[src/rtl/simon_io_pkg.sv]
// ---------------------------------------------------------------------------
// simon_io_pkg
// Shared constants for the Simon game I/O blocks: memory-mapped addresses of
// the peripherals on the CPU data bus, the default button count, and the
// default debounce length, which is derived from the 50 MHz system clock.
// No ports (package).
// ---------------------------------------------------------------------------
package simon_io_pkg;

    // Word addresses decoded on the CPU data-read path
    localparam logic [31:0] BTN_ADDR  = 32'd1000;
    localparam logic [31:0] RAND_ADDR = 32'd2000;

    localparam int DEFAULT_NUM_BTN = 4;

    // 5 ms of stable input at 50 MHz
    localparam int CLK_FREQ_HZ             = 50_000_000;
    localparam int DEBOUNCE_TIME_US        = 5000;
    localparam int DEFAULT_DEBOUNCE_CYCLES = (CLK_FREQ_HZ / 1_000_000) * DEBOUNCE_TIME_US;

    // Width of a counter that must reach cycles-1; never narrower than 1 bit
    function automatic int counter_width(input int cycles);
        return (cycles < 2) ? 1 : $clog2(cycles);
    endfunction

endpackage

[src/rtl/btn_debounce.sv]
// ---------------------------------------------------------------------------
// btn_debounce
// Conditions one raw push-button: two-flop synchroniser, hold-time debounce
// counter, stable level flop and a one-cycle pulse on each accepted press.
//
// Ports:
//   clock  in   system clock
//   reset  in   asynchronous, active-low reset
//   raw    in   raw asynchronous button pin, active-high
//   level  out  debounced button level
//   press  out  one-cycle pulse, asserted on the same edge that level rises
// ---------------------------------------------------------------------------
module btn_debounce
    import simon_io_pkg::*;
#(
    parameter int DEBOUNCE_CYCLES = DEFAULT_DEBOUNCE_CYCLES
) (
    input  logic clock,
    input  logic reset,
    input  logic raw,
    output logic level,
    output logic press
);

    localparam int              CNT_W   = counter_width(DEBOUNCE_CYCLES);
    localparam logic [CNT_W-1:0] CNT_MAX = CNT_W'(DEBOUNCE_CYCLES - 1);

    logic             sync_meta;
    logic             sync;
    logic             stable;
    logic [CNT_W-1:0] count;

    // The counter only runs while the synchronised input disagrees with the
    // accepted level; any return to agreement (a glitch) restarts it from 0.
    // The press pulse is registered alongside stable so both appear together.
    always_ff @(posedge clock or negedge reset) begin
        if (!reset) begin
            sync_meta <= 1'b0;
            sync      <= 1'b0;
            stable    <= 1'b0;
            count     <= '0;
            press     <= 1'b0;
        end else begin
            sync_meta <= raw;
            sync      <= sync_meta;
            press     <= 1'b0;
            if (sync == stable) begin
                count <= '0;
            end else if (count == CNT_MAX) begin
                stable <= sync;
                count  <= '0;
                press  <= sync;
            end else begin
                count <= count + CNT_W'(1);
            end
        end
    end

    assign level = stable;

endmodule

[src/rtl/simon_button_io.sv]
// ---------------------------------------------------------------------------
// simon_button_io
// Button input conditioner sitting on the CPU data-read path. Each of the
// NUM_BTN buttons is synchronised and debounced; every accepted press sets a
// sticky pending bit which the CPU reads at BTN_ADDR. A read clears exactly
// the bits it returned, so a press arriving in the same cycle survives.
//
// Optional build macro SIMON_BTN_LEVEL_EN: when defined, the debounced
// levels are also visible in rd_data[2*NUM_BTN-1:NUM_BTN] (read-only, never
// cleared). When undefined those bits read 0.
//
// Ports:
//   clock      in   system (CPU) clock
//   reset      in   asynchronous, active-low reset
//   btn_raw    in   raw button pins, active-high
//   mem_addr   in   CPU data word address
//   rd_en      in   CPU load strobe, one cycle per load
//   rd_data    out  read data for the CPU mux (valid on address alone)
//   btn_level  out  debounced levels
//   btn_press  out  one-cycle pulse per debounced rising edge
// ---------------------------------------------------------------------------
module simon_button_io
    import simon_io_pkg::*;
#(
    parameter int          NUM_BTN         = DEFAULT_NUM_BTN,
    parameter int          DEBOUNCE_CYCLES = DEFAULT_DEBOUNCE_CYCLES,
    parameter logic [31:0] BTN_ADDR        = simon_io_pkg::BTN_ADDR
) (
    input  logic               clock,
    input  logic               reset,
    input  logic [NUM_BTN-1:0] btn_raw,
    input  logic [31:0]        mem_addr,
    input  logic               rd_en,
    output logic [31:0]        rd_data,
    output logic [NUM_BTN-1:0] btn_level,
    output logic [NUM_BTN-1:0] btn_press
);

    logic               addr_match;
    logic               hit;
    logic [NUM_BTN-1:0] pending;

    for (genvar i = 0; i < NUM_BTN; i++) begin : g_btn
        btn_debounce #(
            .DEBOUNCE_CYCLES(DEBOUNCE_CYCLES)
        ) u_debounce (
            .clock(clock),
            .reset(reset),
            .raw  (btn_raw[i]),
            .level(btn_level[i]),
            .press(btn_press[i])
        );
    end

    assign addr_match = (mem_addr == BTN_ADDR);
    assign hit        = rd_en & addr_match;

    // Read data depends only on the address so the CPU mux sees it before
    // the load strobe is qualified.
    always_comb begin
        rd_data = '0;
        if (addr_match) begin
            rd_data[NUM_BTN-1:0] = pending;
`ifdef SIMON_BTN_LEVEL_EN
            rd_data[2*NUM_BTN-1:NUM_BTN] = btn_level;
`endif
        end
    end

    // Clear only what the read returned, then OR in new presses so a press
    // colliding with a read is kept for the next read.
    always_ff @(posedge clock or negedge reset) begin
        if (!reset) begin
            pending <= '0;
        end else begin
            pending <= (hit ? (pending & ~rd_data[NUM_BTN-1:0]) : pending) | btn_press;
        end
    end

endmodule

[config.mk]
export PLATFORM = sky130hd
export DESIGN_NAME = simon_button_io
export DESIGN_NICKNAME = d
export VERILOG_FILES = /design/src/rtl/simon_io_pkg.sv /design/src/rtl/btn_debounce.sv /design/src/rtl/simon_button_io.sv
export SDC_FILE = /design/constraint.sdc
export NUM_CORES = 1
export LEC_CHECK = 0
export CAP_MARGIN = 40
export CORE_UTILIZATION = 25
export DETAILED_ROUTE_END_ITERATION = 8
export PLACE_DENSITY = 0.43
export SYNTH_ARGS = -nofsm -noshare
export SYNTH_HDL_FRONTEND = slang
export SYNTH_SLANG_ARGS = --single-unit
export TNS_END_PERCENT = 10
[constraint.sdc]
create_clock -name clock -period 2 [get_ports clock]
set_input_delay 0.2 -clock clock [delete_from_list [all_inputs] [get_ports clock]]
set_output_delay 0.2 -clock clock [all_outputs]
set_load 0.01 [all_outputs]
=== Yosys cells after proc, flatten, opt, wreduce, memory -nomap -nowiden ===
Cells that the tools add are included.

* Muxes and demuxes: 18
* Equality and inequality tests: 9
* Bitwise logic cells: 8
* Add/subtract/negate cells: 4
* Reductions and logical operators: 4

{| class="wikitable"
|+ Operators with widths
! operator !! number
|-
| two-way mux 18 bit || 8
|-
| adder 18 x 1 -> 18 bit, second input constant || 4
|-
| equality test 18 bit, second input constant || 4
|-
| equality test 32 x 10 -> 1 bit, second input constant || 1
|-
| two-way mux 1 bit || 8
|-
| two-way mux 4 bit || 2
|-
| AND reduction 2 bit || 4
|-
| bitwise AND 4 bit || 1
|-
| equality test 1 bit || 4
|-
| NOT 1 bit || 4
|-
| NOT 4 bit || 1
|-
| OR 4 bit || 1
|-
| bitwise AND 1 bit || 1
|}

* Bits in registers: 92
* Output and inout port bits: 40
* Word-level logic and storage cells: 64
* Input bits: 39

=== Longest topological paths before layout ===
Gate-level depths: netlist of the first run.

* Word-level depth: 6
* Mapped depth: 6
* Depth with buffers taken out: 5

=== Modules after synthesis ===
Synthesis of the first run repeated with hierarchy kept, for this count alone.

* Cell total of the unflattened synthesis: 459
* Area, all modules: 4,787.1 sq um

{| class="wikitable"
|+ By module, submodules not included
! module !! seq. area each (sq um) !! area an instance (sq um) !! instances !! cells an instance
|-
| btn_debounce || 550.5 || 1,059.8 || 4 || 100
|-
| simon_button_io || 100.1 || 548.0 || 1 || 59
|}

=== Worst setup path before layout of the first run ===
No wires, ideal clock.

* Path type: reg-to-reg
* Start point: reg g_btn[1].u_debounce.count[10]
* End point: reg g_btn[1].u_debounce.stable
* Arrival: 1.737 ns
* Library setup time: 0.125 ns
* Data required time: 1.875 ns
* Stages on the path, launching flop included: 5
* Buffers on the path: 0
* Period minus slack after synthesis: 1.862 ns
* Path slack: 0.138 ns
* Cell sequence: dfrtp_1 nor4_2 nand4_2 or4_4 mux2_4

* Word-level cells in the longest chain between the ends: 2

{| class="wikitable"
|+ Ends and longest elaborated chain
! what !! line !! text
|-
| from (decl) || btn_debounce.sv:31 || <nowiki>logic [CNT_W-1:0] count;</nowiki>
|-
| from (signal assigned) || btn_debounce.sv:54 || <nowiki>count <= count + CNT_W'(1);</nowiki>
|-
| equality test 18 bit || btn_debounce.sv:49 || <nowiki>end else if (count == CNT_MAX) begin</nowiki>
|-
| AND reduction 2 bit (no source line) || n/a ||
|-
| to (signal assigned) || btn_debounce.sv:50 || <nowiki>stable <= sync;</nowiki>
|-
| to (decl) || btn_debounce.sv:30 || <nowiki>logic stable;</nowiki>
|}

No other way between the ends.
A chain may end at the register's enable or synchronous reset.

=== Worst setup path after layout of the first run ===
* Start point: in mem_addr[25]
* End point: out rd_data[3]

* Word-level cells in the longest chain between the ends: 2

{| class="wikitable"
|+ Ends and longest elaborated chain
! what !! line !! text
|-
| from (decl) || simon_button_io.sv:32 || <nowiki>input logic [31:0] mem_addr,</nowiki>
|-
| equality test 32 x 10 -> 1 bit || simon_button_io.sv:55 || <nowiki>assign addr_match = (mem_addr == BTN_ADDR);</nowiki>
|-
| two-way mux 4 bit || simon_button_io.sv:62 || <nowiki>if (addr_match) begin</nowiki>
|-
| to (decl) || simon_button_io.sv:34 || <nowiki>output logic [31:0] rd_data,</nowiki>
|}

No other way between the ends.

==> results of run 1 <==
## final cells by class
| cell class | count | area [um2] |
|---|---|---|
| Fill cell | 1946 | 12770 |
| Clock buffer | 12 | 236.5 |
| Timing Repair Buffer | 81 | 757.0 |
| Inverter | 15 | 56.30 |
| Tap cell | 234 | 292.8 |
| Multi-Input combinational cell | 355 | 2238 |
| Clock inverter | 4 | 50.05 |
| Sequential cell | 92 | 2302 |
## per-layer routing
layer	share of wire [%]	vias up	track usage [%]
li1	-	1756	-
met2	48	56	19.00
met4	2.0	0	4.164
met3	2.9	19	2.974
met1	47	1718	14.63
met5	0	-	0
## worst reg2reg max path, delay by kind of cell, from the launching register on
kind | cells | cell delay, ns
simple gates | 3 | 1.06
flops | 1 | 0.40
mux | 1 | 0.31
## through the flow
step                      setup slack, ns  power [mW]  hold slack, ns
after floorplan                    0.1381       2.065        -0.09559
after global placement            -0.4882       2.174          0.2031
after detailed placement          -0.4841       2.176          0.2049
after CTS                         0.04319       3.901          0.2744
after global routing             -0.05151       4.003          0.2841
final                             0.01536       3.825          0.2902
## final timing paths
check                                               from  slack (ns)                            end
max                                         mem_addr[25]        0.02                     rd_data[3]
min                                           btn_raw[1]        0.29  g_btn[1].u_debounce.sync_meta
max reg2reg                g_btn[1].u_debounce.count[10]        0.11      g_btn[1].u_debounce.level
min reg2reg                g_btn[3].u_debounce.sync_meta        0.35       g_btn[3].u_debounce.sync
max in group asynchronous                          reset        0.95   g_btn[2].u_debounce.count[5]
min in group asynchronous                          reset        0.36   g_btn[0].u_debounce.count[2]
## sequential cells by signal (all words and copies together), names as in the netlist
register / cells
g_btn.u_debounce.sync_meta: 4
g_btn.u_debounce.level: 4
g_btn.u_debounce.press: 4
pending: 4
g_btn.u_debounce.sync: 4
g_btn.u_debounce.count: 72
## power groups by stage
stage	Combinational, mW	Clock, mW	Sequential, mW
CTS	0.232	1.76	1.91
detailed placement	0.228	0	1.95
global placement	0.227	0	1.95
global route	0.261	1.83	1.92
finish	0.230	1.68	1.91
floorplan	0.123	0	1.94
## logic make-up after synthesis
logic type / after synthesis
compound gates: 16
mux: 10
xor+xnor: 61
simple gates: 236
buf+inv: 64
other cells: 1
flops: 92
fa+ha+maj: 4
## placed cells by master (no fill, tap or decap), drive strengths merged, types with 15 or more instances in the layout
cell type | Yosys | layout
dfrtp | 92 | 92
nor2 | 80 | 80
xnor2 | 47 | 47
clkdlybuf4s50 | 0 | 40
buf | 43 | 35
nor4 | 34 | 34
nand4 | 30 | 30
conb | 1 | 28
nand3 | 23 | 23
nand2 | 21 | 21
nor3 | 19 | 19
inv | 15 | 15
## what timing repair did
item                       CTS  global route
hold buffers                 1             0
setup endpoints to repair    4             4
hold endpoints to repair    33             0
buffers inserted             1             0
pin swaps                    3             4
gates resized for setup     19            15
==> impl_metrics.json, run 1 <==
{
  "drive_above_1_share_pct": 12.52,
  "setup_viol": 0,
  "antennaDiodeCount": 0,
  "portBuffers": 50,
  "seqPwrFrac_pct": 50.0,
  "crit_family": "simple AND/OR/NAND/NOR gates",
  "syn_avg_cell_area_um2": 9.857,
  "wirelength_um": 10540,
  "synth_edf_count": 0,
  "synth_top_area_share_pct": 48.26,
  "clock_latency_ns": 0.35,
  "ys_types": 40,
  "clockBufferDepth": 2,
  "cts_tree": "built",
  "hp-class": "primary input to register",
  "grt_max_degree": 37,
  "yosysWarnings": 0,
  "crit_type": "primary input to primary output",
  "yosys.cell_count.top_type": "dfrtp_1",
  "slowest_delay_ns": 0.44,
  "cts.sinks": 92,
  "post-route-period-util_pct": 99.23,
  "worst_r2r_path_depth": 4,
  "synth_xor_area_share_pct": 11.20,
  "cts_buffers": 9,
  "async_reset_ff_share_pct": 100.0,
  "via_count": 3549,
  "pwr_density_cell_nw_per_um2": 644.7,
  "finish.utilization_pct": 31.72,
  "drt_iter0_drc": 153,
  "maxCapViolations": 0,
  "critPathRequiredTime_ns": 1.80,
  "placedCellCount": 775,
  "vdd_ir_drop_max_mv": 0.3887,
  "critPathSlowestCell": "clkdlybuf4s50_1",
  "start_kind": "primary input",
  "cp.arrival_ns": 1.78,
  "place_area_um2": 5567,
  "synth_compound_area_share_pct": 2.806,
  "die_x_um": 140.1,
  "path_cells": "clkdlybuf4s50_1, nor4_2, nand4_1, nor4_4, buf_4, and2_1, buf_2",
  "gp_congestion": 0.7851,
  "ys.flop_type": "dfrtp_1",
  "grt_usage_pct": 11.56,
  "synth_mux_area_share_pct": 2.360,
  "slew_violations": 0,
  "switching_power_mw": 0.8609,
  "path_clk_slew_ns": 0.07,
  "synth_top_family_by_area": "simple AND/OR/NAND/NOR gates",
  "hold_depth": 1,
  "synthAdderAreaFrac_pct": 1.049,
  "fin_setup_tns_ns": 0,
  "fin_area_um2": 5933,
  "swShare_pct": 22.51,
  "grt_pass1_vias": 3657,
  "combPwrFrac_pct": 6.0,
  "area_growth_pct": 24.36,
  "fin_nets": 597,
  "yosys.area.top_type": "dfrtp_1",
  "dr.pass1.iters": 4,
  "drcViolationCount": 0,
  "post_drt_via_cell_ratio": 4.475,
  "fin_skew_ns": 0.01024,
  "crit_fanout": 7,
  "grt_pass1_wl_um": 18240,
  "seq_area_frac_synth_pct": 48.26,
  "die_h_um": 140.1,
  "fp-row-count": 50,
  "overflow": 0,
  "synth.ff_latch_count": 92,
  "ant_nets": 0,
  "htree_levels": 3,
  "initial_core_util_pct": 25.51,
  "netlist_instances": 484,
  "core_um2": 18710,
  "end_kind": "primary output",
  "fin_crit_ns": 1.985,
  "synthSimpleGateAreaFrac_pct": 26.23,
  "power.clock.fraction_pct": 44.0,
  "ios": 79,
  "dp_hpwl_um": 7513,
  "instances_no_fill": 793,
  "root_buffer": "clkbuf_16",
  "syn-cell-area_um2": 4771,
  "hold_viol": 0,
  "wl_per_cell_um": 13.30,
  "crit_cells": 7,
  "max_clock_freq_ghz": 0.5039,
  "p_int_mw": 2.964,
  "status": "completed",
  "crit_buf_inv": 3,
  "cellLeakagePower_nw": 2.399,
  "die_area_um2": 19640,
  "grt_antenna_before_repair": 0,
  "synthTopCellsByCount": "92 x dfrtp_1, 80 x nor2_1, 47 x xnor2_1, 36 x buf_4, 30 x nor4_1",
  "synth_area_leaders": "dfrtp_1 48%, xnor2_1 8.6%, nor2_1 6.3%"
}
Note: power is estimated with default switching activity, not from simulation.
==> run 2: changes to the inputs <==
--- a/config.mk
+++ b/config.mk
@@ -8,7 +8,7 @@
 export CAP_MARGIN = 40
 export CORE_UTILIZATION = 25
 export DETAILED_ROUTE_END_ITERATION = 8
-export PLACE_DENSITY = 0.43
+export PLACE_DENSITY = 0.42
 export SYNTH_ARGS = -nofsm -noshare
 export SYNTH_HDL_FRONTEND = slang
 export SYNTH_SLANG_ARGS = --single-unit
==> constraint.sdc (replaced) <==
create_clock -name clock -period 2.1 [get_ports clock]
set_input_delay 0.21 -clock clock [delete_from_list [all_inputs] [get_ports clock]]
set_output_delay 0.21 -clock clock [all_outputs]
set_load 0.01 [all_outputs]
==> run 2 against run 1 <==
Cell area shrank 0.78%. Critical endpoint is now rd_data[2]. First-iteration DRC count grew 27%. Largest power group unchanged. Core utilization shrank 0.25 points. Sequential share of layout area grew 0.31 points. Sequential cell count is the same.
==> impl_metrics.json, run 2 (synthesized netlist as in run 1, its figures left out) <==
{
  "grt_antenna_before_repair": 0,
  "grt_usage_pct": 11.50,
  "post_drt_via_cell_ratio": 4.576,
  "wl_per_cell_um": 13.18,
  "mostFrequentLayoutCells": "92 x dfrtp_1, 80 x nor2_1, 47 x xnor2_1, 39 x clkdlybuf4s50_1",
  "cts_tree": "built",
  "die_x_um": 140.1,
  "largest_reg_flops": 72,
  "grt_pass1_vias": 3594,
  "via_count": 3597,
  "r2r-end": "g_btn[1].u_debounce.level",
  "initial_core_util_pct": 25.51,
  "crit_fanout": 4,
  "finish.utilization_pct": 31.47,
  "multiInputGateArea_um2": 2230,
  "worst_pin_slew_ns": 0.6343,
  "core_um2": 18710,
  "hp-start": "btn_raw[2]",
  "ios": 79,
  "vdd_ir_drop_max_mv": 0.3738,
  "dp_hpwl_um": 7571,
  "gp_congestion": 0.7869,
  "max_clock_freq_ghz": 0.5044,
  "worst_r2r_path_depth": 4,
  "slew_violations": 0,
  "portBuffers": 50,
  "hp-class": "primary input to register",
  "cellLeakagePower_nw": 2.379,
  "overflow": 0,
  "reg2reg_from": "g_btn[1].u_debounce.count[10]",
  "hold_depth": 1,
  "worst_slack_ns": 0.1174,
  "fin_setup_tns_ns": 0,
  "cts_buffers": 9,
  "drcViolationCount": 0,
  "fin_nets": 590,
  "path_clk_slew_ns": 0.07,
  "cp.arrival_ns": 1.77,
  "hold_end": "g_btn[2].u_debounce.sync_meta",
  "critPathRequiredTime_ns": 1.89,
  "ant_nets": 0,
  "fin_crit_ns": 1.983,
  "wirelength_um": 10360,
  "grt_pass1_wl_um": 17970,
  "fp-row-count": 50,
  "drive_above_1_share_pct": 11.41,
  "largest-register": "g_btn.u_debounce.count",
  "grt_max_degree": 38,
  "hold_viol": 0,
  "instances_no_fill": 786,
  "dr.pass1.iters": 4,
  "crit_type": "primary input to primary output",
  "area_growth_pct": 23.39,
  "dp_slack_ns": -0.3668,
  "fill_cells": 1959,
  "fin_area_um2": 5887,
  "drt_iter0_drc": 195,
  "whs_ns": 0.2937,
  "maxCapViolations": 0,
  "end_kind": "primary output",
  "clockBufferDepth": 2,
  "start_kind": "primary input",
  "place_area_um2": 5507,
  "clock_latency_ns": 0.34,
  "antennaDiodeCount": 0,
  "fin_skew_ns": 0.007506,
  "slew_headroom_pct": 57.32,
  "htree_levels": 3,
  "r2r_slack_ns": 0.17,
  "root_buffer": "clkbuf_16",
  "status": "completed",
  "setup_viol": 0,
  "rsz0062_at_grt": "false",
  "cts.sinks": 92,
  "register_area_um2": 2302,
  "pwr_density_cell_nw_per_um2": 625.6,
  "post-route-period-util_pct": 94.41,
  "die_area_um2": 19640,
  "finalPower_mw": 3.683,
  "placedCellCount": 767,
  "layout.cells.most_common": "dfrtp_1",
  "die_h_um": 140.1
}
-- run 2: routing by layer --
layer / wire length [um] / global-route usage [%] / up-vias
met3: 317 / 3.145 / 20
met4: 208 / 4.511 / 0
li1: - / - / 1745
met5: 0 / 0 / -
met1: 4923 / 14.93 / 1769
met2: 4908 / 18.13 / 63
-- run 2: repair_timing --
| action | CTS | global route |
|---|---|---|
| endpoints found under the setup margin | 4 | 4 |
| pin swaps | 1 | 7 |
| hold buffers | 1 | 0 |
| setup buffers | 2 | 0 |
| gates resized for setup | 13 | 19 |
| hold endpoints to repair | 31 | 0 |
-- run 2: final cells by class --
class | instances | area share, %
repair buffers | 74 | 11.97
inverters | 15 | 0.9564
clock buffers | 11 | 4.123
flip-flops and latches | 92 | 39.11
multi-input cells | 355 | 37.87
well taps | 234 | 4.973
clock inverters | 5 | 0.9989
-- run 2: how the worst max path moves through the flow --
stage | from | end | slack [ns]
6_report | mem_addr[18] | rd_data[2] | 0.12
2_1_floorplan | g_btn[1].u_debounce.count[10] | g_btn[1].u_debounce.level | 0.24
4_1_cts | mem_addr[26] | rd_data[1] | 0.008
3_5_place_dp | mem_addr[1] | rd_data[2] | -0.37
5_1_grt | mem_addr[12] | rd_data[1] | 0.02
3_3_place_gp | mem_addr[18] | rd_data[1] | -0.37
-- run 2: worst max-delay path, stage by stage --
cell             delay (ns)
clkdlybuf4s50_1        0.43
nor4_2                 0.29
nand4_1                0.18
nor4_4                 0.16
buf_4                  0.16
buf_6                  0.11
and2_4                 0.13
buf_6                  0.10
-- run 2: power breakdown --
group          internal [mW]  switching, mW  leakage [nW]
sequential              1.80         0.0226          1.24
combinational          0.103          0.116          1.00
clock                  0.957          0.686         0.142
total                   2.86          0.824          2.38
